### src/rtl/seg7_frame_scheduler_pkg.sv
// Shared definitions for the seven-segment display path: source encodings,
// frame geometry and the hex segment table used by the shift engine too.
package seg7_pkg;

   localparam int FRAME_W = 64;
   localparam int DIGITS  = 8;

   typedef enum logic [1:0] {
      ST_SPEC  = 2'd0,
      ST_MSG   = 2'd1,
      ST_ALARM = 2'd2
   } sched_state_t;

   localparam logic [1:0] SRC_SPEC  = 2'd0;
   localparam logic [1:0] SRC_MSG   = 2'd1;
   localparam logic [1:0] SRC_ALARM = 2'd2;

   localparam logic [FRAME_W-1:0] FRAME_BLANK = '0;

   // Active-high segment codes for hex digits 0..F (bit 0 = segment a).
   localparam logic [7:0] SEG_CODE [16] = '{
      8'h3F, 8'h06, 8'h5B, 8'h4F, 8'h66, 8'h6D, 8'h7D, 8'h07,
      8'h7F, 8'h6F, 8'h77, 8'h7C, 8'h39, 8'h5E, 8'h79, 8'h71
   };

   function automatic logic [7:0] seg_of_nibble(input logic [3:0] nib);
      return SEG_CODE[nib];
   endfunction

endpackage

### src/rtl/seg7_frame_scheduler_if.sv
// Frame stream from the scheduler to the serial shift/scan engine.
// A frame moves when out_valid and out_ready are both high at a clock edge.
interface seg7_frame_scheduler_if;
   import seg7_pkg::*;

   logic [FRAME_W-1:0] out_frame;
   logic               out_valid;
   logic               out_ready;

   modport master (output out_frame, output out_valid, input out_ready);
   modport slave  (input out_frame, input out_valid, output out_ready);

endinterface

### src/rtl/seg7_frame_scheduler_cycle_timer.sv
// Loadable down-counter: load wins over counting, counting sticks at zero,
// and expire flags the cycle whose clock edge takes the count from 1 to 0.
module seg7_cycle_timer #(
   parameter int CNT_W = 32
) (
   input  logic             clk,
   input  logic             rst_n,
   input  logic             load,
   input  logic [CNT_W-1:0] load_val,
   input  logic             en,
   output logic             idle,
   output logic             expire
);

   logic [CNT_W-1:0] count;

   // Count register: reload, else decrement while enabled and non-zero.
   always_ff @(posedge clk) begin
      if (!rst_n) begin
         count <= '0;
      end else if (load) begin
         count <= load_val;
      end else if (en && (count != '0)) begin
         count <= count - 1'b1;
      end
   end

   assign idle   = (count == '0);
   assign expire = en && (count == CNT_W'(1));

endmodule

### src/rtl/seg7_frame_scheduler.sv
// Chooses which of spectrum / message / alarm owns the display, times the
// message overlay and alarm blink, and offers whole frames downstream.
// Frames are offered "latest wins": events while an offer is pending only
// mark dirty, and the newest visible frame goes out after acceptance.
module seg7_frame_scheduler
   import seg7_pkg::*;
#(
   parameter int unsigned MSG_HOLD    = 24_000_000,
   parameter int unsigned MIN_DWELL   = 6_000_000,
   parameter int unsigned BLINK_CYC   = 6_000_000,
   parameter int unsigned REFRESH_CYC = 1_200_000
) (
   input  logic                   clk,
   input  logic                   rst_n,
   input  logic [FRAME_W-1:0]     spec_frame,
   input  logic                   spec_valid,
   input  logic                   msg_req,
   input  logic [FRAME_W-1:0]     msg_frame,
   output logic                   msg_ack,
   input  logic                   alarm_req,
   input  logic [FRAME_W-1:0]     alarm_frame,
   output logic                   alarm_ack,
   seg7_frame_scheduler_if.master out_if,
   output logic [1:0]             active_src
);

   sched_state_t       state, state_nxt;
   logic               msg_take;
   logic               alarm_enter;
   logic [FRAME_W-1:0] spec_buf;
   logic [FRAME_W-1:0] msg_buf;
   logic [FRAME_W-1:0] alarm_last;
   logic [FRAME_W-1:0] visible;
   logic               blink_on;
   logic               dirty;
   logic               dirty_set;
   logic               push;
   logic               accept;
   logic               alarm_chg;

   logic hold_idle, hold_exp;
   logic dwell_idle, dwell_exp;
   logic blink_idle, blink_exp;
   logic refresh_idle, refresh_exp;
   logic timers_unused;

   // Hold and dwell only run while the message is on screen, so an alarm
   // freezes them and the overlay resumes with its remaining time.
   seg7_cycle_timer #(.CNT_W(32)) u_hold (
      .clk(clk), .rst_n(rst_n), .load(msg_take), .load_val(MSG_HOLD),
      .en(state == ST_MSG), .idle(hold_idle), .expire(hold_exp)
   );

   seg7_cycle_timer #(.CNT_W(32)) u_dwell (
      .clk(clk), .rst_n(rst_n), .load(msg_take), .load_val(MIN_DWELL),
      .en(state == ST_MSG), .idle(dwell_idle), .expire(dwell_exp)
   );

   // Blink timer restarts on alarm entry and on each toggle.
   seg7_cycle_timer #(.CNT_W(32)) u_blink (
      .clk(clk), .rst_n(rst_n), .load(alarm_enter | blink_exp), .load_val(BLINK_CYC),
      .en(state == ST_ALARM), .idle(blink_idle), .expire(blink_exp)
   );

   // Refresh restarts on every acceptance; a zero period never expires.
   seg7_cycle_timer #(.CNT_W(32)) u_refresh (
      .clk(clk), .rst_n(rst_n), .load(accept), .load_val(REFRESH_CYC),
      .en(1'b1), .idle(refresh_idle), .expire(refresh_exp)
   );

   assign timers_unused = dwell_exp ^ blink_idle ^ refresh_idle;

   // Source arbitration: alarm beats everything; a message is taken from
   // SPEC, or replaces the current one once its dwell has run out.
   always_comb begin
      state_nxt = state;
      msg_take  = 1'b0;
      unique case (state)
         ST_SPEC: begin
            if (alarm_req) begin
               state_nxt = ST_ALARM;
            end else if (msg_req && !msg_ack) begin
               state_nxt = ST_MSG;
               msg_take  = 1'b1;
            end
         end
         ST_MSG: begin
            if (alarm_req) begin
               state_nxt = ST_ALARM;
            end else if (msg_req && !msg_ack && dwell_idle) begin
               msg_take = 1'b1;
            end else if (hold_exp) begin
               state_nxt = ST_SPEC;
            end
         end
         ST_ALARM: begin
            if (!alarm_req) begin
               state_nxt = hold_idle ? ST_SPEC : ST_MSG;
            end
         end
         default: state_nxt = ST_SPEC;
      endcase
   end

   assign alarm_enter = (state != ST_ALARM) && (state_nxt == ST_ALARM);

   // State register with its registered mirrors and handshake pulses.
   always_ff @(posedge clk) begin
      if (!rst_n) begin
         state      <= ST_SPEC;
         active_src <= SRC_SPEC;
         msg_ack    <= 1'b0;
         alarm_ack  <= 1'b0;
      end else begin
         state      <= state_nxt;
         active_src <= state_nxt;
         msg_ack    <= msg_take;
         alarm_ack  <= alarm_enter;
      end
   end

   // Spectrum buffer follows spec_valid in every state.
   always_ff @(posedge clk) begin
      if (!rst_n) begin
         spec_buf <= '0;
      end else if (spec_valid) begin
         spec_buf <= spec_frame;
      end
   end

   // Message buffer is kept across an alarm so the overlay can resume.
   always_ff @(posedge clk) begin
      if (msg_take) begin
         msg_buf <= msg_frame;
      end
   end

   // Blink phase starts ON at alarm entry and flips on each timer expiry.
   always_ff @(posedge clk) begin
      if (!rst_n) begin
         blink_on <= 1'b1;
      end else if (alarm_enter) begin
         blink_on <= 1'b1;
      end else if (blink_exp) begin
         blink_on <= ~blink_on;
      end
   end

   // Previous alarm_frame sample, to notice content changes while shown.
   always_ff @(posedge clk) begin
      alarm_last <= alarm_frame;
   end

   assign alarm_chg = (state == ST_ALARM) && blink_on && (alarm_frame != alarm_last);

   // Frame the current source would put on the display right now.
   always_comb begin
      visible = spec_buf;
      unique case (state)
         ST_SPEC:  visible = spec_buf;
         ST_MSG:   visible = msg_buf;
         ST_ALARM: visible = blink_on ? alarm_frame : FRAME_BLANK;
         default:  visible = spec_buf;
      endcase
   end

   assign accept    = out_if.out_valid && out_if.out_ready;
   assign push      = !out_if.out_valid && dirty;
   assign dirty_set = (state_nxt != state) | msg_take | blink_exp | alarm_chg |
                      (spec_valid && (state == ST_SPEC)) | refresh_exp;

   // Offer register: an event coinciding with a push stays dirty, since
   // the pushed frame predates it.
   always_ff @(posedge clk) begin
      if (!rst_n) begin
         out_if.out_valid <= 1'b0;
         out_if.out_frame <= '0;
         dirty            <= 1'b1;
      end else begin
         dirty <= dirty_set | (dirty & ~push);
         if (push) begin
            out_if.out_valid <= 1'b1;
            out_if.out_frame <= visible;
         end else if (accept) begin
            out_if.out_valid <= 1'b0;
         end
      end
   end

endmodule

### src/flat_wrapper.sv
// flat-port wrapper written by rule: the top's interface ports become plain ports
module seg7_frame_scheduler_flat import seg7_pkg::*;
#(
   parameter int unsigned MSG_HOLD    = 24_000_000,
   parameter int unsigned MIN_DWELL   = 6_000_000,
   parameter int unsigned BLINK_CYC   = 6_000_000,
   parameter int unsigned REFRESH_CYC = 1_200_000
)
  (clk, rst_n, spec_frame, spec_valid, msg_req, msg_frame, msg_ack, alarm_req, alarm_frame, alarm_ack, active_src, out_if_out_frame, out_if_out_valid, out_if_out_ready);
  seg7_frame_scheduler_if out_if_i ();
  input  logic clk;
  input  logic rst_n;
  input  logic [FRAME_W-1:0] spec_frame;
  input  logic spec_valid;
  input  logic msg_req;
  input  logic [FRAME_W-1:0] msg_frame;
  output logic msg_ack;
  input  logic alarm_req;
  input  logic [FRAME_W-1:0] alarm_frame;
  output logic alarm_ack;
  output logic [1:0] active_src;
  output wire logic [$bits(out_if_i.out_frame)-1:0] out_if_out_frame;
  output wire logic [$bits(out_if_i.out_valid)-1:0] out_if_out_valid;
  input wire logic [$bits(out_if_i.out_ready)-1:0] out_if_out_ready;
  assign out_if_out_frame = out_if_i.out_frame;
  assign out_if_out_valid = out_if_i.out_valid;
  assign out_if_i.out_ready = out_if_out_ready;
  seg7_frame_scheduler #(.MSG_HOLD(MSG_HOLD), .MIN_DWELL(MIN_DWELL), .BLINK_CYC(BLINK_CYC), .REFRESH_CYC(REFRESH_CYC)) u_core (.clk(clk), .rst_n(rst_n), .spec_frame(spec_frame), .spec_valid(spec_valid), .msg_req(msg_req), .msg_frame(msg_frame), .msg_ack(msg_ack), .alarm_req(alarm_req), .alarm_frame(alarm_frame), .alarm_ack(alarm_ack), .out_if(out_if_i), .active_src(active_src));
endmodule
### config.mk
export PLATFORM = sky130hd
export DESIGN_NAME = seg7_frame_scheduler_flat
export DESIGN_NICKNAME = d
export VERILOG_FILES = /design/src/rtl/seg7_frame_scheduler_pkg.sv /design/src/rtl/seg7_frame_scheduler_if.sv /design/src/rtl/seg7_frame_scheduler_cycle_timer.sv /design/src/rtl/seg7_frame_scheduler.sv /design/src/flat_wrapper.sv
export SDC_FILE = /design/constraint.sdc
export NUM_CORES = 1
export LEC_CHECK = 0
export BUFFER_PORTS_ARGS = -buffer_cell sky130_fd_sc_hd__buf_2
export CORE_MARGIN = 1
export CORE_UTILIZATION = 53
export CTS_CLUSTER_SIZE = 12
export DETAILED_ROUTE_END_ITERATION = 7
export PLACE_DENSITY = 0.79
export RECOVER_POWER = 50
export SYNTH_ARGS = -nofsm -noshare
export SYNTH_HDL_FRONTEND = slang
export SYNTH_SLANG_ARGS = --single-unit
### constraint.sdc
create_clock -name clk -period 5 [get_ports clk]
set_input_delay 0.5 -clock clk [delete_from_list [all_inputs] [get_ports clk]]
set_output_delay 0.5 -clock clk [all_outputs]
set_load 0.05 [all_outputs]
Word-level counts from Yosys, hierarchy flattened
Cells that the tools add are included.

Bits of input ports: 198. Output and inout bits: 69. Word-level logic and storage cells: 98. Bits in registers: 391.

Add/subtract/negate cells: 4. Reduce and logical (&&, ||, !) cells: 31. Bitwise operators: 11. Equality and inequality tests: 9. Mux-type cells: 25.

Operators by type and width (number): case mux 64 bit (2 select lines) (1); nonzero test 32 bit (4); subtractor 32 x 1 -> 32 bit, second input constant (4); == test 32 x 1 -> 1 bit, second input constant (3); 2-to-1 mux 23 bit (4); zero test 32 bit (2); 2-to-1 mux 64 bit (1); != test 64 bit (1); 2-to-1 mux 25 bit (2); 2-to-1 mux 21 bit (2); logical AND 1 bit (13); 2-to-1 mux 2 bit (6); nonzero test 2 bit (5); OR reduction 2 bit (4); 2-to-1 mux 1 bit (7); OR 1 bit (7); case mux 2 bit (3 select lines) (1); == test 2 bit, second input constant (2); NOT 1 bit (3); == test 2 x 1 -> 1 bit, second input constant (1); zero test 1 bit (2); zero test 2 bit (1); != test 2 bit (1); != test 2 bit, second input constant (1); 2 further kinds (2).

Longest topological paths before layout
Depth after elaboration: 13. Mapped depth: 10. Depth with buffers taken out: 8.

Cells and area by module
From an unflattened synthesis, not the netlist that was laid out.

Cell total of the unflattened synthesis: 1915. Area total of the unflattened synthesis: 18037.3 um2.

By module, submodules not included: seg7_frame_scheduler (area each 9868.2 um2, cells an instance 910, sequential area each 5905.7 um2, times used 1); seg7_cycle_timer (u_core.u_blink ...) (area each 2069.5 um2, cells an instance 254, sequential area each 640.6 um2, times used 3); seg7_cycle_timer (u_core.u_refresh) (area each 1960.6 um2, cells an instance 243, sequential area each 640.6 um2, times used 1).

Least setup slack after synthesis
No wires, ideal clock.

Kind: register to register. Start: register u_core.u_dwell.count[10]. End: register u_core.msg_buf[0] (enable). Data arrival time: 3.055 ns. Setup time: 0.419 ns. Path buffers: 1. Clock period less this slack: 3.475 ns. Required time: 4.581 ns. Cell stages (with the launch flop): 7. Path slack: 1.525 ns. Path through: dfxtp_1 > nor4_1 > nand4b_1 > nor4_1 > a21oi_1 > clkbuf_1 > inv_1.

Longest elaborated chain between the ends: 5.

RTL lines: from (decl) (line seg7_frame_scheduler_cycle_timer.sv:15) `logic [CNT_W-1:0] count;`; from (signal assigned) (line seg7_frame_scheduler_cycle_timer.sv:22) `count <= load_val;`; from (signal assigned) (line seg7_frame_scheduler_cycle_timer.sv:24) `count <= count - 1'b1;`; zero test 32 bit (line seg7_frame_scheduler_cycle_timer.sv:28) `assign idle = (count == '0);`; logical AND 1 bit (line seg7_frame_scheduler.sv:90) `end else if (msg_req && !msg_ack && dwell_idle) begin`; 2-to-1 mux 1 bit (line seg7_frame_scheduler.sv:90); 2-to-1 mux 1 bit (line seg7_frame_scheduler.sv:88) `if (alarm_req) begin`; case mux 1 bit (2 select lines) (line seg7_frame_scheduler.sv:78) `unique case (state)`; via u_core.msg_take (line seg7_frame_scheduler.sv:28) `logic msg_take;`; to (signal assigned) (line seg7_frame_scheduler.sv:134) `msg_buf <= msg_frame;`; to (decl) (line seg7_frame_scheduler.sv:31) `logic [FRAME_W-1:0] msg_buf;`.

The timed path passes the listed nets, and every way through them passes these cells. A chain may end at the register's enable or synchronous reset.

==> impl_metrics.csv <==
group,metric,value,unit
outcome,outcome,"finished with violations",
outcome,violations,"capacitance limit, slew limit",
place,gp_congestion,0.8876,
cts,hold_buffers,0,
cts,ctsHtreeMaxLevel,2,
critical_path,crit_required,5.41,ns
cts,cts_sinks,391,
drt,routedWlPerCell,18.86,um
critical_path,cp_num_buf_inv,2,
power_and_ir_drop,power_per_cell_area,508.4,mW/mm^2
critical_path,r2r-start,"u_core.u_dwell.count[2]",
synth,ys_ff_latch,391,
critical_path,rr_worst_depth,7,
sta,period_share,0.7326,
global_route,gr-usage-all-layers,0.2596,
sta,setup_tns,0,ns
critical_path,start_kind,"primary input",
synth,syn_nets,1849,
sta,worstMarginPinSlew,2.704,ns
sta,whs,0.1268,ns
place,hpwl,29690,um
sta,hold_violations,0,
drt,routed-via-count,13151,
die,die_area,0.03195,mm^2
place,io_buffer_count,266,
synth,synthArstFlopShare,0,
critical_path,max_stage_delay,1.86,ns
sta,postLayoutSetupSlackWorst,1.337,ns
critical_path,crit_path_end_kind,"register",
power_and_ir_drop,ir_drop,0.2635,mV
synth,synth_flop_cell,"dfxtp_1",
critical_path,critPathArrivalTime,4.08,ns
job,maxCapViolCount,1,
sta,rsz0062_at_grt,"no",
die,io_pins,267,
critical_path,cp_slowest_cell,"clkbuf_1",
global_route,antenna_found_initial,8,
die,chipWidth,178.8,um
critical_path,rr_endpoint,"u_core.u_dwell.count[1]",
synth,synth_edf_count,64,
synth,postSynthAreaPerCell,10.11,um^2
synth,synthCells,1638,
drt,ant_nets,0,
min_path,min_path_type,"in -> reg",
place,dp_slack,1.458,ns
cts,insertion_delay,0.55,ns
min_path,whs_endpoint,"u_core.alarm_last[61]",
cts,clock-root-buffer,"clkbuf_16",
cts,cts_setup_buffers,0,
drt,wirelength,43260,um
critical_path,critPathTopFamily,"buffers and inverters",
drt,drt_iter0_markers,906,
drt,viasPerCell,5.733,
synth,seq_area_frac_synth,0.5114,
die,die_y,178.8,um
critical_path,path_cells,"clkbuf_1 > clkbuf_2 > mux2i_1 > nor2b_1",
drt,detail_route.first_pass.iterations,5,
drt,drc,0,
finish,area_delta_synth_final,16.32,%
power_and_ir_drop,power.leakage,7.188,nW
synth,yosys_warnings,0,
sta,finalSetupViolations,0,
finish,nets,2072,
sta,drv_slew,32,
die,core-area,0.03067,mm^2
finish,fin_util,0.6279,
finish,n_fill_cell,2540,
critical_path,worstSetupPathType,"in -> reg",
min_path,min_path_cells,1,
cts,clkTransAtPathRegs,0.06,ns
cts,cts_buffers,41,
sta,fmax,0.2730,GHz
synth,syn_area,0.01656,mm^2
critical_path,cp_max_fo,35,
global_route,grt_pass1_wl,65360,um
min_path,min-delay-start,"alarm_frame[61]",
sta,slew_headroom,-0.8029,
global_route,grt.overflow.total,0,
die,rows,64,
sta,fin_worst_skew,0.02660,ns
die,start_util,0.5399,
cts,clockBufferDepth,3,
cts,cts_tree,"yes",
sta,period_minus_slack,3.663,ns
global_route,grt_pass1_vias,12286,
finish,drive_above_1_share,0.1194,
critical_path,rrSetupSlack,1.38,ns
cts,cts_resized,0,
global_route,grt_max_degree,104,
synth,ys_types,66,
==> how the worst max path moves through the flow <==
stage	startpoint	endpoint	slack, ns	cells past startpoint
floorplan	u_core.u_dwell.count[10]	u_core.msg_buf[0]	1.53	6
global placement	u_core.u_dwell.count[10]	u_core.u_dwell.count[1]	1.65	7
finish	spec_valid	u_core.spec_buf[11]	1.34	4
detailed placement	u_core.active_src[1]	u_core.u_dwell.count[1]	1.46	7
CTS	u_core.active_src[1]	u_core.u_dwell.count[1]	1.42	7
global route	u_core.active_src[1]	u_core.u_dwell.count[1]	1.11	7
==> sequential cells by signal, summed over array words and instances (netlist names) <==
name / count
u_core.active_src: 2
u_core.alarm_ack: 1
u_core.alarm_last: 64
u_core.blink_on: 1
u_core.dirty: 1
u_core.msg_ack: 1
u_core.msg_buf: 64
u_core.out_if.out_frame: 64
u_core.out_if.out_valid: 1
u_core.spec_buf: 64
u_core.u_blink.count: 32
u_core.u_dwell.count: 32
u_core.u_hold.count: 32
u_core.u_refresh.count: 32
==> cell usage after synthesis, drive strengths merged, types with 2 or more instances <==
master   count  share of area
or4         11         0.0057
o21ai        5         0.0015
a21oi       79          0.024
xor2        62          0.033
nand3       28         0.0085
mux2i       64          0.039
a21o        11         0.0050
or4b         5         0.0032
xnor2      115          0.061
nor4b        3         0.0020
ha          13         0.0098
nor2       194          0.044
a31oi        2        0.00076
o31ai        8         0.0061
o211ai       2        0.00091
o21a         3         0.0014
edfxtp      64           0.12
and3         5         0.0019
nand2b      11         0.0042
nand4b       9         0.0048
and2         7         0.0026
a22oi       65          0.029
nor4        50          0.022
dfxtp      327           0.40
o41a         3         0.0020
clkbuf      80          0.018
or2          4         0.0015
inv         16         0.0036
nor3b        3         0.0020
a2111o       2         0.0014
nor2b      138          0.052
a21boi      17         0.0077
nand2       41         0.0093
nor3        25         0.0076
nand3b       6         0.0027
or3         13         0.0049
o31a        16         0.0085
a2111oi      4         0.0032
a211oi      68          0.031
nand4       31          0.012
buf         17         0.0048
==> report_power, final <==
part	internal [W]	leakage, nW	total [W]	switching, W
Clock	0.00172	0.636	0.00295	0.00123
Sequential	0.00361	3.29	0.00389	0.000289
Combinational	0.00100	3.27	0.00295	0.00195
Total	0.00633	7.19	0.00979	0.00346
==> stage by stage <==
stage          cells  cell area, um^2  power, W
4_1_cts         2289            19430  0.009848
6_report        2294            19260  0.009790
5_1_grt         2292            19250   0.01028
3_3_place_gp    2214            18130  0.006812
2_1_floorplan   1638            16560  0.006179
3_5_place_dp    2214            18130  0.006891
==> logic make-up (layout without fill, tap and decap cells) <==
| family | count (synthesis) | in the layout | synth area share |
|---|---|---|---|
| flip-flops | 391 | 391 | 0.5114 |
| adder cells (fa/ha/maj) | 13 | 13 | 0.009824 |
| XOR/XNOR | 177 | 177 | 0.09363 |
| buffers and inverters | 113 | 368 | 0.02660 |
| AO/OA/AOI/OAI | 292 | 292 | 0.1261 |
| multiplexers | 64 | 64 | 0.03869 |
| AND/OR/NAND/NOR | 588 | 588 | 0.1937 |
| other | 0 | 5 | 0 |
==> cells in the final DEF, fill, tap and decap left out, types with 62 or more instances in the layout <==
cell type / netlist / layout
a211oi_1: 68 / 68
buf_2: 4 / 125
mux2i_1: 64 / 64
nor2_1: 194 / 194
a21oi_1: 79 / 79
clkbuf_1: 80 / 158
dfxtp_1: 327 / 327
xnor2_1: 115 / 115
edfxtp_1: 64 / 64
a22oi_1: 65 / 65
xor2_1: 62 / 62
nor2b_1: 138 / 138
==> layout make-up <==
type                    count  area (um^2)  share of cell area
multi-input cells        1134         7682              0.3989
clock buffers              68         1217             0.06321
diodes                      5        12.51           0.0006497
well taps                 396        495.5             0.02573
inverters                  16        61.31            0.003183
flip-flops and latches    391         8468              0.4397
repair buffers            277         1239             0.06432
clock inverters             7        82.58            0.004288
==> metal layers <==
layer / share of wire / track usage
met4: 0.029 / 0.08192
met5: 0.0011 / 0
met1: 0.42 / 0.3318
met3: 0.074 / 0.05068
met2: 0.47 / 0.4398
Power figures use the tool's default switching activity.
